**src/rtl/noc_vc_input_unit.sv**
```systemverilog
// Router input unit: per-VC flit FIFOs with head-flit route computation and
// wormhole state, round-robin VC selection onto a single switch request, and
// one credit returned upstream for every FIFO pop.

// One virtual channel: FIFO, route computation on the head flit, packet FSM.
module noc_vc_input_lane #(
    parameter int          DEPTH         = 4,
    parameter int          FLIT_W        = 64,
    parameter int          X_W           = 4,
    parameter int          Y_W           = 4,
    parameter int          ROUTE_MODE    = 0,
    parameter logic [4:0]  ACTIVATE_PORT = 5'b11111
) (
    input  logic              noc_clk,
    input  logic              noc_rst,
    input  logic [X_W-1:0]    id_x,
    input  logic [Y_W-1:0]    id_y,
    input  logic              push,
    input  logic [FLIT_W-1:0] push_flit,
    input  logic              pop,
    output logic [FLIT_W-1:0] front,
    output logic [2:0]        route,
    output logic              eligible,
    output logic              disc_req,
    output logic              ovf_ev,
    output logic              proto_ev,
    output logic              route_ev
);
    localparam int PTR_W = $clog2(DEPTH);
    localparam int CNT_W = $clog2(DEPTH + 1);
    localparam logic [2:0] P_LOCAL = 3'd0, P_NORTH = 3'd1, P_SOUTH = 3'd2,
                           P_EAST  = 3'd3, P_WEST  = 3'd4;

    // DROP swallows a packet whose route points at a disabled port.
    typedef enum logic [1:0] {IDLE, ACTIVE, DROP} state_t;

    logic [FLIT_W-1:0] mem [DEPTH];
    logic [PTR_W-1:0]  wr_ptr, rd_ptr;
    logic [CNT_W-1:0]  count;
    logic              empty, full, push_ok;
    logic [1:0]        ftype;
    logic              is_head, is_last;
    logic [X_W-1:0]    dst_x;
    logic [Y_W-1:0]    dst_y;
    logic [2:0]        x_port, y_port, route_calc, route_q;
    logic              port_ok, route_ld;
    state_t            state_q, state_d;

    assign empty   = (count == '0);
    assign full    = (count == CNT_W'(DEPTH));
    // A full FIFO still takes the write when the same cycle frees a slot.
    assign push_ok = push && (!full || pop);
    assign ovf_ev  = push && full && !pop;
    assign front   = mem[rd_ptr];
    assign ftype   = front[FLIT_W-1 -: 2];
    assign is_head = !ftype[1];                 // 00 single, 01 head
    assign is_last = (ftype[1] == ftype[0]);    // 00 single, 11 tail
    assign dst_x   = front[X_W-1:0];
    assign dst_y   = front[X_W+Y_W-1:X_W];
    assign route   = route_q;
    assign eligible = (state_q == ACTIVE) && !empty;

    // Flit storage; no reset needed since occupancy is tracked by count.
    always_ff @(posedge noc_clk) begin
        if (push_ok) mem[wr_ptr] <= push_flit;
    end

    // FIFO pointers and occupancy.
    always_ff @(posedge noc_clk or posedge noc_rst) begin
        if (noc_rst) begin
            wr_ptr <= '0;
            rd_ptr <= '0;
            count  <= '0;
        end else begin
            if (push_ok) wr_ptr <= wr_ptr + PTR_W'(1);
            if (pop)     rd_ptr <= rd_ptr + PTR_W'(1);
            count <= count + CNT_W'(push_ok) - CNT_W'(pop);
        end
    end

    // Dimension-ordered route of the flit at the FIFO front (unsigned compares).
    always_comb begin
        x_port = (dst_x > id_x) ? P_EAST  : P_WEST;
        y_port = (dst_y > id_y) ? P_NORTH : P_SOUTH;
        if (ROUTE_MODE == 0)
            route_calc = (dst_x != id_x) ? x_port : (dst_y != id_y) ? y_port : P_LOCAL;
        else
            route_calc = (dst_y != id_y) ? y_port : (dst_x != id_x) ? x_port : P_LOCAL;
        port_ok = ACTIVATE_PORT[route_calc];
    end

    // Packet state register and latched route.
    always_ff @(posedge noc_clk or posedge noc_rst) begin
        if (noc_rst) begin
            state_q <= IDLE;
            route_q <= P_LOCAL;
        end else begin
            state_q <= state_d;
            if (route_ld) route_q <= route_calc;
        end
    end

    // Next-state logic: open a packet on a head, discard stray or unroutable flits.
    always_comb begin
        state_d  = state_q;
        route_ld = 1'b0;
        route_ev = 1'b0;
        proto_ev = 1'b0;
        disc_req = 1'b0;
        case (state_q)
            IDLE: begin
                if (!empty) begin
                    if (is_head) begin
                        if (port_ok) begin
                            route_ld = 1'b1;
                            state_d  = ACTIVE;
                        end else begin
                            route_ev = 1'b1;
                            state_d  = DROP;
                        end
                    end else begin
                        disc_req = 1'b1;
                        proto_ev = pop;
                    end
                end
            end
            ACTIVE: begin
                if (pop && is_last) state_d = IDLE;
            end
            DROP: begin
                disc_req = !empty;
                if (pop && is_last) state_d = IDLE;
            end
            default: state_d = IDLE;
        endcase
    end
endmodule

// Top: VC lanes, round-robin switch request, credit return, sticky errors.
module noc_vc_input_unit #(
    parameter int          CHANNELS      = 4,
    parameter int          DEPTH         = 4,
    parameter int          FLIT_W        = 64,
    parameter int          X_W           = 4,
    parameter int          Y_W           = 4,
    parameter int          ROUTE_MODE    = 0,
    parameter logic [4:0]  ACTIVATE_PORT = 5'b11111,
    localparam int         VC_W          = (CHANNELS > 1) ? $clog2(CHANNELS) : 1
) (
    input  logic              noc_clk,
    input  logic              noc_rst,
    input  logic [X_W-1:0]    id_x,
    input  logic [Y_W-1:0]    id_y,
    input  logic              in_valid,
    input  logic [VC_W-1:0]   in_vc,
    input  logic [FLIT_W-1:0] in_flit,
    output logic              credit_valid,
    output logic [VC_W-1:0]   credit_vc,
    output logic              out_valid,
    output logic [2:0]        out_port,
    output logic [VC_W-1:0]   out_vc,
    output logic [FLIT_W-1:0] out_flit,
    input  logic              out_ready,
    output logic              err_overflow,
    output logic              err_protocol,
    output logic              err_route
);
    logic [CHANNELS-1:0]             push, pop, elig, disc, ovf_ev, proto_ev, route_ev;
    logic [CHANNELS-1:0][FLIT_W-1:0] front;
    logic [CHANNELS-1:0][2:0]        route;
    logic                            vc_bad, sel_found, disc_found, xfer, pop_any;
    logic [VC_W-1:0]                 sel_vc, disc_vc, pop_vc, rr_q, hold_vc_q;
    logic                            hold_q;

    assign vc_bad = (int'(in_vc) >= CHANNELS);

    // Steer the incoming flit to its VC.
    always_comb begin
        for (int v = 0; v < CHANNELS; v++)
            push[v] = in_valid && !vc_bad && (int'(in_vc) == v);
    end

    for (genvar v = 0; v < CHANNELS; v++) begin : g_lane
        noc_vc_input_lane #(
            .DEPTH(DEPTH), .FLIT_W(FLIT_W), .X_W(X_W), .Y_W(Y_W),
            .ROUTE_MODE(ROUTE_MODE), .ACTIVATE_PORT(ACTIVATE_PORT)
        ) u_lane (
            .noc_clk(noc_clk), .noc_rst(noc_rst), .id_x(id_x), .id_y(id_y),
            .push(push[v]), .push_flit(in_flit), .pop(pop[v]),
            .front(front[v]), .route(route[v]), .eligible(elig[v]),
            .disc_req(disc[v]), .ovf_ev(ovf_ev[v]), .proto_ev(proto_ev[v]),
            .route_ev(route_ev[v])
        );
    end

    // VC selection (frozen while stalled), discard pick, and the single pop.
    always_comb begin
        sel_found  = 1'b0;
        sel_vc     = '0;
        disc_found = 1'b0;
        disc_vc    = '0;
        pop        = '0;
        pop_vc     = '0;
        if (hold_q) begin
            sel_found = elig[hold_vc_q];
            sel_vc    = hold_vc_q;
        end else begin
            for (int i = 0; i < CHANNELS; i++) begin
                if (!sel_found && elig[(int'(rr_q) + i) % CHANNELS]) begin
                    sel_found = 1'b1;
                    sel_vc    = VC_W'((int'(rr_q) + i) % CHANNELS);
                end
            end
        end
        for (int i = 0; i < CHANNELS; i++) begin
            if (!disc_found && disc[i]) begin
                disc_found = 1'b1;
                disc_vc    = VC_W'(i);
            end
        end
        xfer = sel_found && out_ready;
        // A discarding VC is never the selected one, so transfer always wins.
        if (xfer) begin
            pop[sel_vc] = 1'b1;
            pop_vc      = sel_vc;
        end else if (disc_found) begin
            pop[disc_vc] = 1'b1;
            pop_vc       = disc_vc;
        end
        pop_any = xfer || disc_found;
    end

    assign out_valid = sel_found;
    assign out_vc    = sel_found ? sel_vc : '0;
    assign out_port  = sel_found ? route[sel_vc] : 3'd0;
    assign out_flit  = sel_found ? front[sel_vc] : '0;

    // Round-robin pointer, stall lock, credit return and sticky error flags.
    always_ff @(posedge noc_clk or posedge noc_rst) begin
        if (noc_rst) begin
            rr_q         <= '0;
            hold_q       <= 1'b0;
            hold_vc_q    <= '0;
            credit_valid <= 1'b0;
            credit_vc    <= '0;
            err_overflow <= 1'b0;
            err_protocol <= 1'b0;
            err_route    <= 1'b0;
        end else begin
            hold_q       <= sel_found && !out_ready;
            hold_vc_q    <= sel_vc;
            if (xfer) rr_q <= VC_W'((int'(sel_vc) + 1) % CHANNELS);
            credit_valid <= pop_any;
            credit_vc    <= pop_vc;
            err_overflow <= err_overflow | (|ovf_ev);
            err_protocol <= err_protocol | (|proto_ev) | (in_valid && vc_bad);
            err_route    <= err_route | (|route_ev);
        end
    end
endmodule

```
**config.mk**
```make
export PLATFORM = sky130hd
export DESIGN_NAME = noc_vc_input_unit
export DESIGN_NICKNAME = d
export VERILOG_FILES = /design/src/rtl/noc_vc_input_unit.sv
export SDC_FILE = /design/constraint.sdc
export NUM_CORES = 1
export LEC_CHECK = 0
export ABC_AREA = 1
export BUFFER_PORTS_ARGS = -buffer_cell sky130_fd_sc_hd__buf_4
export CORE_ASPECT_RATIO = 1.4
export CORE_MARGIN = 5
export CORE_UTILIZATION = 40
export CTS_CLUSTER_SIZE = 30
export DETAILED_ROUTE_END_ITERATION = 10
export PLACE_DENSITY = 0.61
export SLEW_MARGIN = 20
export SYNTH_ARGS = -nofsm -noshare
export SYNTH_HDL_FRONTEND = slang
export SYNTH_SLANG_ARGS = --single-unit
```
**constraint.sdc**
```tcl
create_clock -name noc_clk -period 6.85 [get_ports noc_clk]
set_clock_uncertainty 0.2 [all_clocks]
set_input_delay 0.3425 -clock noc_clk [delete_from_list [all_inputs] [get_ports noc_clk]]
set_output_delay 0.3425 -clock noc_clk [all_outputs]
set_load 0.01 [all_outputs]
```
Word-level counts from Yosys, hierarchy flattened

Memory sizes are Yosys's and may differ from the RTL's.
Index checks and enable logic that the tools add are counted.

$lt $le $gt $ge: 21
Muxes and demuxes: 152
Bitwise operators: 6
Reductions and logical operators: 81
Add/subtract/negate cells: 20
Eq/ne operators: 39

Operators with widths:

| kind                                                                  | count |
|---|---|
| 64-bit binary-select mux with 2-bit select                            | 1 |
| 64-bit two-way mux                                                    | 2 |
| 1-bit two-way mux                                                     | 87 |
| 2-bit two-way mux                                                     | 30 |
| 3-bit two-way mux                                                     | 14 |
| 1-bit logical AND                                                     | 34 |
| 4-bit greater-than comparator                                         | 8 |
| 4-bit != test                                                         | 8 |
| 3-bit by 4-bit < comparator with 1-bit output (second input constant) | 7 |
| 2-bit by 1-bit adder with 2-bit output (second input constant)        | 10 |
| 1-bit zero test                                                       | 19 |
| 2-bit != test (second input constant)                                 | 8 |
| 2-bit one-hot mux with 2 select lines                                 | 4 |
| 2-bit OR reduction                                                    | 7 |
| 3-bit by 1-bit adder with 3-bit output                                | 4 |
| 2-bit == test (second input constant)                                 | 6 |
| 3-bit == test (second input constant)                                 | 4 |
| 3-bit zero test                                                       | 4 |
| 2-bit by 3-bit < comparator with 1-bit output (second input constant) | 4 |
| 3-bit AND reduction                                                   | 4 |
| 4-bit OR reduction                                                    | 3 |
| 3-bit by 1-bit subtractor with 3-bit output                           | 4 |
| 1-bit binary-select mux with 2-bit select                             | 5 |
| 2-bit by 1-bit == test with 1-bit output (second input constant)      | 5 |
| 12 further kinds                                                      | 37 |

Word-level logic and storage cells: 355
RAM bits: 1,024
Memories kept: 8
Register bits after elaboration: 59
ROM bits: 32

Memories:

| name                 | words | bits a word | read ports | clocked after Yosys merged registers in | write ports | line | text |
|---|---|---|---|---|---|---|---|
| g_lane[0].u_lane.mem | 4     | 64          | 1          | 0                                       | 1           | 37   | `logic [FLIT_W-1:0] mem [DEPTH];` |
| g_lane[1].u_lane.mem | 4     | 64          | 1          | 0                                       | 1           | 37   |  |
| g_lane[2].u_lane.mem | 4     | 64          | 1          | 0                                       | 1           | 37   |  |
| g_lane[3].u_lane.mem | 4     | 64          | 1          | 0                                       | 1           | 37   |  |
| (no name shown)      | 8     | 1           | 1          | 0                                       | 0           | 89   | `port_ok = ACTIVATE_PORT[route_calc];` |
| (no name shown)      | 8     | 1           | 1          | 0                                       | 0           | 89   |  |
| +2 memories          | n/a   | n/a         | n/a        | n/a                                     | n/a         | n/a  |  |

Longest topological paths before layout

Depth after elaboration: 29
Depth in mapped cells: 20

By module

From an unflattened synthesis, not the netlist that was laid out.

Cell total of the unflattened synthesis: 3,763
Area total of the unflattened synthesis: 45,667.5 um^2

Modules (own cells, without submodules):

| module            | cells an instance | times used | area an instance (um^2) |
|---|---|---|---|
| noc_vc_input_lane | 746               | 4          | 10,428.8 |
| noc_vc_input_unit | 779               | 1          | 3,952.5 |

Least setup slack after synthesis

OpenSTA, ideal clock, no wires.

Kind: reg-to-reg
Start point: register rr_q[0]
End point: memory g_lane[0].u_lane.mem[0][0] (enable)
Stages on the path, launching flop included: 17
Data required time: 6.164 ns
Clock period less this slack: 5.148 ns
Arrival: 4.461 ns
Path buffers: 1
Slack: 1.702 ns
Path through: dfrtp_1 -> buf_2 -> inv_2 -> nand3_1 -> nand2_1 -> nand2_1 -> nand2_1 -> nor2_1 -> nand2_1 -> nand2_2 -> nor2_4 -> inv_2 -> nand2_1 -> nand3_2 -> nand2_1 -> nand2_2 -> nor2_1

Longest elaborated chain between the ends: 25
Elaborated cells between the ends (all ways): 44
Those cells by class: add/sub: 3; order compare: 2; mux: 29; reduce/logical: 10

RTL lines:

| element                                                                         | line | text |
|---|---|---|
| start: declaration                                                              | 172  | `logic [VC_W-1:0] sel_vc, disc_vc, pop_vc, rr_q, hold_vc_q;` |
| start signal: assignment                                                        | 252  | `if (xfer) rr_q <= VC_W'((int'(sel_vc) + 1) % CHANNELS);` |
| branches (longest 20 deep; another with 2-bit by 1-bit adder with 2-bit output) | n/a  |  |
| 4-bit two-way mux *                                                             | 223  | `if (xfer) begin` |
| 1-bit logical OR *                                                              | 52   | `assign push_ok = push && (!full \|\| pop);` |
| 1-bit logical AND *                                                             | 52   |  |
| 1-bit two-way mux *                                                             | 65   | `if (push_ok) mem[wr_ptr] <= push_flit;` |
| 1-bit two-way mux (implied by the code) *                                       | 65   |  |
| end: declaration                                                                | 37   |  |

Every way passes the cells marked *. The select of a mux whose other input is x is not followed.

Worst setup path after layout

Start point: register g_lane[2].u_lane.count[1]
End point: output port out_flit[55]

Longest elaborated chain between the ends: 22
Elaborated cells between the ends (all ways): 38
Those cells by class: mux: 29; reduce/logical: 9

RTL lines:

| element                                    | line | text |
|---|---|---|
| start: declaration                         | 39   | `logic [CNT_W-1:0] count;` |
| start signal: assignment                   | 77   | `count <= count + CNT_W'(push_ok) - CNT_W'(pop);` |
| 3-bit zero test *                          | 49   | `assign empty = (count == '0);` |
| 1-bit zero test *                          | 61   | `assign eligible = (state_q == ACTIVE) && !empty;` |
| 1-bit logical AND *                        | 61   |  |
| 1-bit binary-select mux with 2-bit select  | 209  | `if (!sel_found && elig[(int'(rr_q) + i) % CHANNELS]) begin` |
| 1-bit two-way mux (implied by the code)    | 209  |  |
| 1-bit two-way mux                          | 209  |  |
| 1-bit two-way mux                          | 204  | `if (hold_q) begin` |
| 1-bit zero test                            | 209  |  |
| [6 not listed]                             | n/a  |  |
| 1-bit two-way mux                          | 204  |  |
| 1-bit zero test                            | 209  |  |
| 1-bit logical AND                          | 209  |  |
| 2-bit two-way mux                          | 209  |  |
| 2-bit two-way mux                          | 204  |  |
| 64-bit binary-select mux with 2-bit select | 236  | `assign out_flit = sel_found ? front[sel_vc] : '0;` |
| 64-bit two-way mux (implied by the code)   | 236  |  |
| 64-bit two-way mux *                       | 236  |  |
| end: declaration                           | 162  | `output logic [FLIT_W-1:0] out_flit,` |

Every way passes the cells marked *; elsewhere a longest branch is shown, timed or not. The select of a mux whose other input is x is not followed.

==> results.md <==
- Max-cap violations: 0
- Hpwl dp: 65.0 mm
- Initial antenna violation count: 1
- Post-Synthesis Cell Area: 0.0442 mm²
- ANT nets after route: 0
- Reg area: 0.0321 mm²
- Vias/cell: 5.37
- P_sw: between 10 and 15 mW
- Hold Path Class: in2reg
- Vias in the first global route: 28500
- Outcome: completed
- Worst r2r src: g_lane[2].u_lane.count[1]
- Post-synth cell types: between 40 and 50
- First-pass GRT wire length: 172 mm
- Worst slack at placement: 2.02 ns
- Slew at the pin with the worst max-slew slack: 1.13 ns
- Final worst-path cycle share: 74.0%
- Resized Gates After CTS: 0
- Worst endpoint required time: 6.31 ns
- Starting Density: 40.2%
- Worst setup EP type: output port
- Max-slew violations: 0
- Via count: approximately 28000
- Mux contribution to synthesized area: 0%
- I/O Buffers: about 150
- GPL Wtd Cong: 0.842
- Total wire length: 112 mm
- Critical Path Fanout Max: 66
- Crit path kind: reg2out
- # DRC: 0
- Length of the first detailed-routing pass in iterations: 5
- GR Util met1: between 20% and 30%
- Clock Latency Late Sink: 0.69 ns
- Seq pwr share: 33.6%
- Fmax: 0.197 GHz
- Syn nets: about 3700
- Setup TNS: 0 ns
- Critical path's top delay family: buffers and inverters
- Critical hold path startpoint: id_x[3]
- Largest net degree at the start of global routing: 88
- Tmin final: 5.07 ns
- Combinational power share: between 40 and 50%
- Die H: 403 µm
- Total track usage: 18.7%
- # setup viols final: 0
- Core Rows: 144
- Crit start category: flip-flop
- #FFs+latches synth: 1078
- Critical Path Stages: 15
- WL per Instance: ~21 µm
- R2R Path End: g_lane[0].u_lane.mem[3][17]
- Count of boundary I/O pins: 154
- GRT Max-Usage Layer: met2
- Max Buffers Root-to-Sink: 3
- Mapped Cells: 3591
- Register area share after synthesis: 72.6%
- Net Sw Frac: 41.7%
- Critical path arrival: 4.53 ns
- Hold Path Sink: g_lane[2].u_lane.route[2]
- P per Cell Area: 484 mW/mm²
- Fillcell total: ~10000
- CP most frequent cell: nand2_1
- Iter 0 DRT Violations: approximately 2200
- Final hold vios: 0
- Grt met3 use: around 2.8%
- Die width: 291 µm
- R2R cell count: 17
- FF-to-FF setup slack: approximately 2 ns
- Clock Power Share: 22.1%
- Largest family of logic cells by synthesized area: simple AND/OR/NAND/NOR gates
- Met2 Track Usage GR: 33.4%
- Core Region: 0.110 mm²
- Synth Warn #: 0
- Multi-input logic area: roughly 0.011 mm²
- Internal Power: 14.3 mW
- Leak Pwr: 17.7 nW
- RSZ-0062 raised after global routing: no
- Worst relative slew slack: 24.9%
- H-tree Lvls: 3
- Net count, final: 3878
- Xor and xnor area share after synthesis: 0.314%
- Crit-path slowest cell: buf_4
- Clk sink count: roughly 1100
- Post-synthesis simple-gate area fraction: between 10% and 20%
- Syn_area_per_cell: 12.3 µm²
- Compound-gate portion of the synthesized area: 10.8%
- Worst-path cell chain: nor2_1, nand2_1, nand3_1, nand2_1, nor2_1, nand4_1, nand3_1, nand2_1, nand2_4, buf_4, buf_4, nand3_1, nand2_1, nor2_1, buf_4
- CTS tree: built
- Final WS setup: 1.78 ns
- Die area: 0.117 mm²
- GR Overflow Total: 0
- WHS Path Cells: 6
- Worst-path clk slew: 0.07 ns
- Peak VDD IR: 0.383 mV
- CP Buf/Inv Count: 3
- Post-Synth Adder-Cell Area: under 10%
- Critical path's largest stage delay: just over 0.8 ns
- Area grow syn2layout: 14.7%
- CTS Root Cell: clkbuf_16
- Num CTS Buffers: 98
- Share of layout cells above drive strength 1: 9.93%
cells by family after synthesis:
kind of cell / after synthesis
adders and majority gates: 60
other: 1
AOI/OAI and AO/OA: 821
xor gates and xnor gates: 15
buffers and inverters: 336
and+or+nand+nor: 1280
DFF: 1078
worst register-to-register path: stages, from the launching register on:
cell and delay, ns:
dfrtp_1 0.42, nor2_1 0.18, nand2_1 0.14, nand3_1 0.12
nand2_1 0.10, nand2_1 0.09, nand2_1 0.07, nand2_1 0.07
nand3_1 0.15, nand2_1 0.20, nand2_8 0.47, nand2_2 0.35
nand3_2 0.17, nand2_1 0.15, nand2_2 0.19, nor2_4 0.13
buf_4 0.51, buf_4 0.66
worst max path at each step:
stage / from / slack (ns) / end
floorplan: rr_q[0] / 1.70 / g_lane[0].u_lane.mem[0][0]
global placement: g_lane[2].u_lane.count[1] / 2.11 / g_lane[0].u_lane.mem[3][23]
detailed placement: g_lane[2].u_lane.count[1] / 2.02 / g_lane[0].u_lane.mem[3][25]
CTS: g_lane[2].u_lane.count[1] / 1.73 / out_flit[55]
global route: g_lane[2].u_lane.count[1] / 1.45 / out_flit[16]
finish: g_lane[2].u_lane.count[1] / 1.78 / out_flit[55]
cells in the final DEF, fill, tap and decap left out, types with 48 or more instances in the layout:
master         count
clkbuf_16        100
nand2_1          580
o211ai_1          56
inv_1            102
nand3_1          124
ha_1              56
buf_4            192
o22ai_1          136
dfrtp_1           48
dlygate4sd3_1     73
edfxtp_1        1024
o21ai_0          408
a32o_1            58
nor2_1           528
a21oi_1          129
layout make-up:
type / count / area share, %
multi-input combinational: 2177 / 21.5
tap: 1460 / 3.60
sequential: 1078 / 63.4
timing repair buffer: 269 / 4.43
clock inverter: 50 / 0.995
clock buffer: 127 / 5.18
inverter: 116 / 0.891
antenna: 1 / 0.00494
state kept, by name, summed over array words and instances, names as in the netlist:
name,count
g_lane.u_lane.rd_ptr,8
err_overflow,1
g_lane.u_lane.wr_ptr,8
g_lane.u_lane.state_q,4
g_lane.u_lane.mem,1024
g_lane.u_lane.count,12
hold_q,1
credit_valid,1
err_protocol,1
hold_vc_q,2
credit_vc,2
rr_q,2
g_lane.u_lane.route,12
through the flow:
step	utilization, %	power, mW	cells	area [µm²]	hold slack, ns
after detailed placement	42.6	19.3	5027	46800	0.272
final	46.1	24.5	5278	50700	0.139
after global placement	42.6	19.2	5027	46800	0.270
after global routing	46.1	26.1	5278	50700	0.173
after CTS	46.1	24.8	5277	50700	0.0925
after floorplan	-	14.7	3591	44200	0.209
synthesized netlist by cell type (all sizes together):
library cell  count  share of area, %
a211oi            4             0.068
a21boi            1             0.025
a21oi           130               1.5
a221oi            3             0.059
a22oi             3             0.051
a31oi            11              0.16
a32o             58               1.3
a32oi             5             0.099
and3              8              0.11
buf              48              0.58
clkbuf          172               1.5
conb              1            0.0085
dfrtp            54               3.1
edfxtp         1024                70
fa                4              0.18
ha               56               1.6
inv             116              0.99
nand2           587               5.0
nand3           126               1.4
nand3b            2             0.034
nand4             4             0.057
nor2            545               4.6
nor3              6             0.068
nor4              1             0.014
o211ai           56              0.95
o21a              2             0.034
o21ai           409               4.6
o21bai            3             0.051
o22ai           136               1.9
or2               1             0.014
xnor2             5              0.12
xor2             10              0.20
routing by layer:
| layer | share of wire [%] | vias to the layer above |
|---|---|---|
| met5 | 0 | - |
| met4 | 2.2 | 0 |
| met3 | 5.0 | 157 |
| met2 | 51 | 725 |
| met1 | 42 | 14200 |
| li1 | - | 13300 |
what timing repair did:
action | 4_1_cts | 5_1_grt
hold buffers | 73 | 0
hold endpoints to repair | 1100 | 0
buffers inserted | 0 | 0
power by group through the flow:
stage	Sequential, mW	Combinational [mW]	Clock (mW)
6_report	8.23	10.9	5.41
5_1_grt	8.29	12.0	5.77
4_1_cts	8.24	11.1	5.51
3_5_place_dp	8.38	11.0	0
3_3_place_gp	8.36	10.9	0
2_1_floorplan	8.05	6.69	0
Note: power is estimated with default switching activity, not from simulation.
